## config.mk

```make
export PLATFORM = sky130hd
export DESIGN_NAME = friscv_perf_ctrl
export DESIGN_NICKNAME = d
export VERILOG_FILES = /design/src/rtl/friscv_perf_ctrl.sv
export SDC_FILE = /design/constraint.sdc
export NUM_CORES = 1
export LEC_CHECK = 0
export CELL_PAD_IN_SITES_DETAIL_PLACEMENT = 1
export CELL_PAD_IN_SITES_GLOBAL_PLACEMENT = 1
export CORE_MARGIN = 4
export CORE_UTILIZATION = 30
export DETAILED_ROUTE_END_ITERATION = 8
export GPL_TIMING_DRIVEN = 0
export PLACE_DENSITY_LB_ADDON = 0.2
export SLEW_MARGIN = 40
export SYNTH_ARGS = -nofsm -noshare
export SYNTH_HDL_FRONTEND = slang
export SYNTH_SLANG_ARGS = --single-unit
```

## constraint.sdc

```tcl
create_clock -name aclk -period 14.6 [get_ports aclk]
set_input_delay 1.46 -clock aclk [delete_from_list [all_inputs] [get_ports aclk]]
set_output_delay 1.46 -clock aclk [all_outputs]
set_load 0.02 [all_outputs]
```

## src/rtl/friscv_perf_ctrl.sv

```systemverilog
// ---------------------------------------------------------------------------
// friscv_perf_ctrl
//
// Measurement-window controller for the bus performance counter bank.
// A window is started with a non-zero length. The controller clears the
// counter bank and lets it count for exactly that many cycles. It then
// freezes every counter into a shadow copy, which is served over a small
// valid/ready read port.
//
// Ports
//   aclk, areset     clock, asynchronous active-high reset
//   srst             synchronous active-high reset (same effect as areset)
//   cfg_window       window length in cycles, sampled when a start is taken
//   start, abort     window control pulses
//   busy             high while a window is in progress (CLEAR/RUN/SNAP)
//   done             one-cycle pulse in the cycle the snapshot is taken
//   snap_ok          shadow registers hold a completed window
//   perf_srst        clear strobe to the counter bank
//   perfs            live counters; bus i occupies [i*3*REG_W +: 3*REG_W]
//                    in the order active, sleep, stall
//   rd_valid/rd_ready/rd_addr           read request channel
//   rd_data_valid/rd_data_ready/rd_data read response channel (one deep)
// ---------------------------------------------------------------------------
module friscv_perf_ctrl #(
    parameter int REG_W  = 32,
    parameter int NB_BUS = 1,
    parameter int WIN_W  = 32,
    parameter int ADDR_W = 8
) (
    input  logic                      aclk,
    input  logic                      areset,
    input  logic                      srst,
    input  logic [WIN_W-1:0]          cfg_window,
    input  logic                      start,
    input  logic                      abort,
    output logic                      busy,
    output logic                      done,
    output logic                      snap_ok,
    output logic                      perf_srst,
    input  logic [NB_BUS*REG_W*3-1:0] perfs,
    input  logic                      rd_valid,
    output logic                      rd_ready,
    input  logic [ADDR_W-1:0]         rd_addr,
    output logic                      rd_data_valid,
    input  logic                      rd_data_ready,
    output logic [REG_W-1:0]          rd_data
);

    localparam int NCNT = 3 * NB_BUS;

    typedef enum logic [1:0] {
        IDLE  = 2'd0,
        CLEAR = 2'd1,
        RUN   = 2'd2,
        SNAP  = 2'd3
    } state_t;

    state_t           state;
    logic [WIN_W-1:0] win_len;
    logic [WIN_W-1:0] win_cnt;
    logic [REG_W-1:0] shadow [NCNT];
    logic [REG_W-1:0] rd_mux;
    logic             rd_accept;

    // Status strobes are pure decodes of the registered state, so they fall
    // together with the state on either reset. perf_srst is high for the
    // single CLEAR cycle, so the bank is zero at the start of RUN cycle 1.
    assign busy      = (state != IDLE);
    assign done      = (state == SNAP);
    assign perf_srst = (state == CLEAR);

    // Window sequencer. RUN is entered with the counter at the window length
    // and leaves when it reads 1, which gives exactly win_len RUN cycles.
    // The counter never wraps because the window always ends at 1. Abort is
    // honoured only in CLEAR and RUN. In IDLE an abort also masks a
    // simultaneous start. Once SNAP is reached the capture always completes.
    always_ff @(posedge aclk or posedge areset) begin
        if (areset) begin
            state   <= IDLE;
            win_len <= '0;
            win_cnt <= '0;
            snap_ok <= 1'b0;
        end else if (srst) begin
            state   <= IDLE;
            win_len <= '0;
            win_cnt <= '0;
            snap_ok <= 1'b0;
        end else begin
            case (state)
                IDLE: begin
                    if (start && !abort && (cfg_window != '0)) begin
                        win_len <= cfg_window;
                        state   <= CLEAR;
                    end
                end
                CLEAR: begin
                    if (abort) begin
                        state <= IDLE;
                    end else begin
                        win_cnt <= win_len;
                        state   <= RUN;
                    end
                end
                RUN: begin
                    if (abort) begin
                        state <= IDLE;
                    end else begin
                        win_cnt <= win_cnt - 1'b1;
                        if (win_cnt == WIN_W'(1)) begin
                            state <= SNAP;
                        end
                    end
                end
                SNAP: begin
                    snap_ok <= 1'b1;
                    state   <= IDLE;
                end
                default: state <= IDLE;
            endcase
        end
    end

    // Shadow bank. The flat counter index (bus*3 + kind) is also the read
    // address, and it maps directly onto REG_W slices of perfs.
    always_ff @(posedge aclk or posedge areset) begin
        if (areset) begin
            for (int i = 0; i < NCNT; i++) begin
                shadow[i] <= '0;
            end
        end else if (srst) begin
            for (int i = 0; i < NCNT; i++) begin
                shadow[i] <= '0;
            end
        end else if (state == SNAP) begin
            for (int i = 0; i < NCNT; i++) begin
                shadow[i] <= perfs[i*REG_W +: REG_W];
            end
        end
    end

    // Read address decode. An address beyond the last counter matches no
    // entry and falls through to zero. Because the shadow is read before the
    // SNAP edge updates it, a read taken in the SNAP cycle sees the old window.
    always_comb begin
        rd_mux = '0;
        for (int i = 0; i < NCNT; i++) begin
            if (rd_addr == ADDR_W'(i)) begin
                rd_mux = shadow[i];
            end
        end
    end

    assign rd_ready  = !rd_data_valid || rd_data_ready;
    assign rd_accept = rd_valid && rd_ready;

    // One-deep response register. A new request may be taken in the same
    // cycle the current response is consumed, so reads stream one per cycle.
    // rd_data only changes on an accept, which holds it stable while the
    // consumer stalls.
    always_ff @(posedge aclk or posedge areset) begin
        if (areset) begin
            rd_data_valid <= 1'b0;
            rd_data       <= '0;
        end else if (srst) begin
            rd_data_valid <= 1'b0;
            rd_data       <= '0;
        end else if (rd_accept) begin
            rd_data_valid <= 1'b1;
            rd_data       <= rd_mux;
        end else if (rd_data_ready) begin
            rd_data_valid <= 1'b0;
        end
    end

endmodule

```

==> metrics.txt <==
status complete, no violations; most frequent cells in the layout nand2_1, dfrtp_1, clkdlybuf4s50_1, a21oi_1, o21ai_0; Root Buffer clkbuf_16; vias in the first global route 8643; Seq/Total Area, Yosys 54.3%; Syn Nets 1167; Design Power 1.15 mW; GR Util met2 32.4%; Buf/Inv on CP 2; cts bufs inserted 17; Worst slew margin 48.2%; # rows 63; Die Y 182 um; Initial Util 30.4%; RSZ-0062 raised after global routing no; grt total ovfl 0; setup TNS 0 ns; Slew @ Worst Pin 0.776 ns; pre-CTS WS 10.23 ns; Max Cap Viol 0; final antenna-violating net count 0; area of placed instances 11400 um2; crit share post-route 29.1%; global-route wire length before repair 49100 um; Total GRT Usage 18.8%; skew final 0.0198 ns; commonest non-fill, non-tap cell in the layout nand2_1; Vias 8083; register bit total from synthesis 196; routability cong. 0.850; DRT Pass-1 Iters 4; Final min period 4.25 ns; met3 Track Usage GR 3.02%; mapped cell area 9040 um2; Worst Setup Path Type in2out; EDFF count, synth 0; final setup vio count 0; largest area contributor in the netlist dfrtp_1; top cells by area, synth dfrtp_1, nand2_1, a21oi_1; CP startpoint kind input pin; syn avg cell area 8.85 um2; Setup Buffers After CTS 0; delay of the slowest cell on the worst path 0.65 ns; Die Wd 182 um; share of layout cells above drive strength 1 4.77%; CTS tree built; core region area 29700 um2; P per Cell Area 95.4 nW/um2; share of the synthesized area in the top cell type 54.3%; YS warnings 0; Crit. End Element output port; largest net degree at the start of global routing 71; Reg2Reg Depth 6; clk_lat worst skew 0.44 ns; worst path arrival time 2.79 ns; LEAKAGE 5.04 nW; number of cells on the critical path 3; clk sinks 196; ys async rst share 100%; cells resized by post-CTS repair 0; Post-synth top flop dfrtp_1; H-tree depth 4; clk buf depth 2; post-synthesis cell type count 58; die area 33000 um2; count of pins over their slew limit 0; post-route cell area 12000 um2; Max Clk Rate 235 MHz; Syn-to-layout area delta 32.8%; Mapped Cells 1022; cts hold-fix bufs 0; WL/cell 19.2 um; Initial DRC Count 429; met1 Use GR 24.4%; most frequent cell on the critical path clkdlybuf4s50_1; Fin. Hold Viols 0; Final nets 1368; clk slew on worst S/H paths 0.07 ns; drt total wl 31200 um; hold path depth 2; global routing's busiest layer met2; port bufs 179; Max FO, Critical Path 4; Detailed Place HPWL 23900 um; worst setup margin 10.35 ns; vias per cell 4.97; cell breakdown of the critical path clkdlybuf4s50_1 -> nand2b_1 -> clkdlybuf4s50_1; initial antenna violation count 1; VDD IR max 0.0752 mV; Util after Layout 40.4%; fillers 3480; Worst EP required 13.14 ns; Slowest-stage cell, CP clkdlybuf4s50_1; DRC violations left 0; area of the multi-input gates 3770 um2; FF+latch area 4900 um2; IO Pins 181; crit-path leading delay family buffers and inverters; Worst Hold Class reg2reg
## power by group
| part | leakage (nW) | switching, mW | total [mW] | internal [mW] |
|---|---|---|---|---|
| Clock | 0.284 | 0.239 | 0.470 | 0.231 |
| Sequential | 2.72 | 0.00567 | 0.555 | 0.549 |
| Combinational | 2.03 | 0.0651 | 0.122 | 0.0564 |
## kinds of logic (layout without fill, tap and decap cells)
kind of cell | Yosys count | count (layout) | share of synthesized area (%)
AOI/OAI and AO/OA | 294 | 294 | 19.3
xor gates and xnor gates | 3 | 3 | 0.291
adders and majority gates | 2 | 2 | 0.277
buffers and inverters | 95 | 309 | 4.08
DFF | 196 | 196 | 54.3
muxes | 10 | 10 | 1.11
other | 0 | 1 | 0
and+or+nand+nor | 422 | 422 | 20.6
## worst register-to-register path: cells and delay by family (launching register included)
family,cells,cell delay [ns]
buf+inv,1,0.36
compound gates,3,0.65
simple gates,2,0.85
flops,1,0.44
## synthesized netlist by cell type, types with 3 or more instances
master       n
a221o_1      5
dfrtp_1    196
o21ai_0     86
inv_1       25
or4_1        4
buf_2        4
clkbuf_1    59
or3_1        6
nor2b_1      4
nor2_1      64
a21oi_1    119
o2bb2ai_1    5
a22o_1      23
nand4_1      5
a22oi_1      3
nand3_1      5
nor3_1      10
buf_1        4
nand2_1    274
or2_2        5
nor3_2       4
o211ai_1    35
mux2i_1     10
nor4_1      22
## state kept, by name (all words and copies together) (netlist names)
name and flops:
shadow 96, rd_data 32, win_cnt 32, win_len 32
state 2, rd_data_valid 1, snap_ok 1
## per-stage QoR
stage	instances	hold WS, ns
after floorplan	1022	0.460
after global placement	1591	0.453
after detailed placement	1594	0.457
after CTS	1626	0.474
after global routing	1627	0.499
final	1627	0.468
## worst paths after layout
kind / end / start / slack (ns)
worst max register to register: win_cnt[23]$_DFFE_PP0P_ / win_cnt[2]$_DFFE_PP0P_ / 12.21
worst max-delay path: rd_ready / rd_data_ready / 10.35
max in group asynchronous: rd_data[8]$_DFFE_PP0P_ / areset / 12.38
worst min register to register: rd_data[5]$_DFFE_PP0P_ / rd_data[5]$_DFFE_PP0P_ / 0.47
min in group asynchronous: shadow[90]$_DFFE_PP0P_ / areset / 1.40
worst min-delay path: rd_data[5]$_DFFE_PP0P_ / rd_data[5]$_DFFE_PP0P_ / 0.47
## metal layers
| metal | wire, um | up-vias |
|---|---|---|
| met5 | 0 | - |
| met4 | 547 | 0 |
| met2 | 15600 | 153 |
| met1 | 14000 | 3970 |
| li1 | - | 3933 |
| met3 | 981 | 27 |
## final cells by class
class                   count  area share [%]
plain buffers              69            2.26
multi-input cells         731            31.4
diodes                      1          0.0208
flip-flops and latches    196            40.8
inverters                  26           0.875
clock buffers              18            3.57
repair buffers            182            15.6
clock inverters            14            1.34
well taps                 390            4.06
Note: power is estimated with default switching activity, not from simulation.
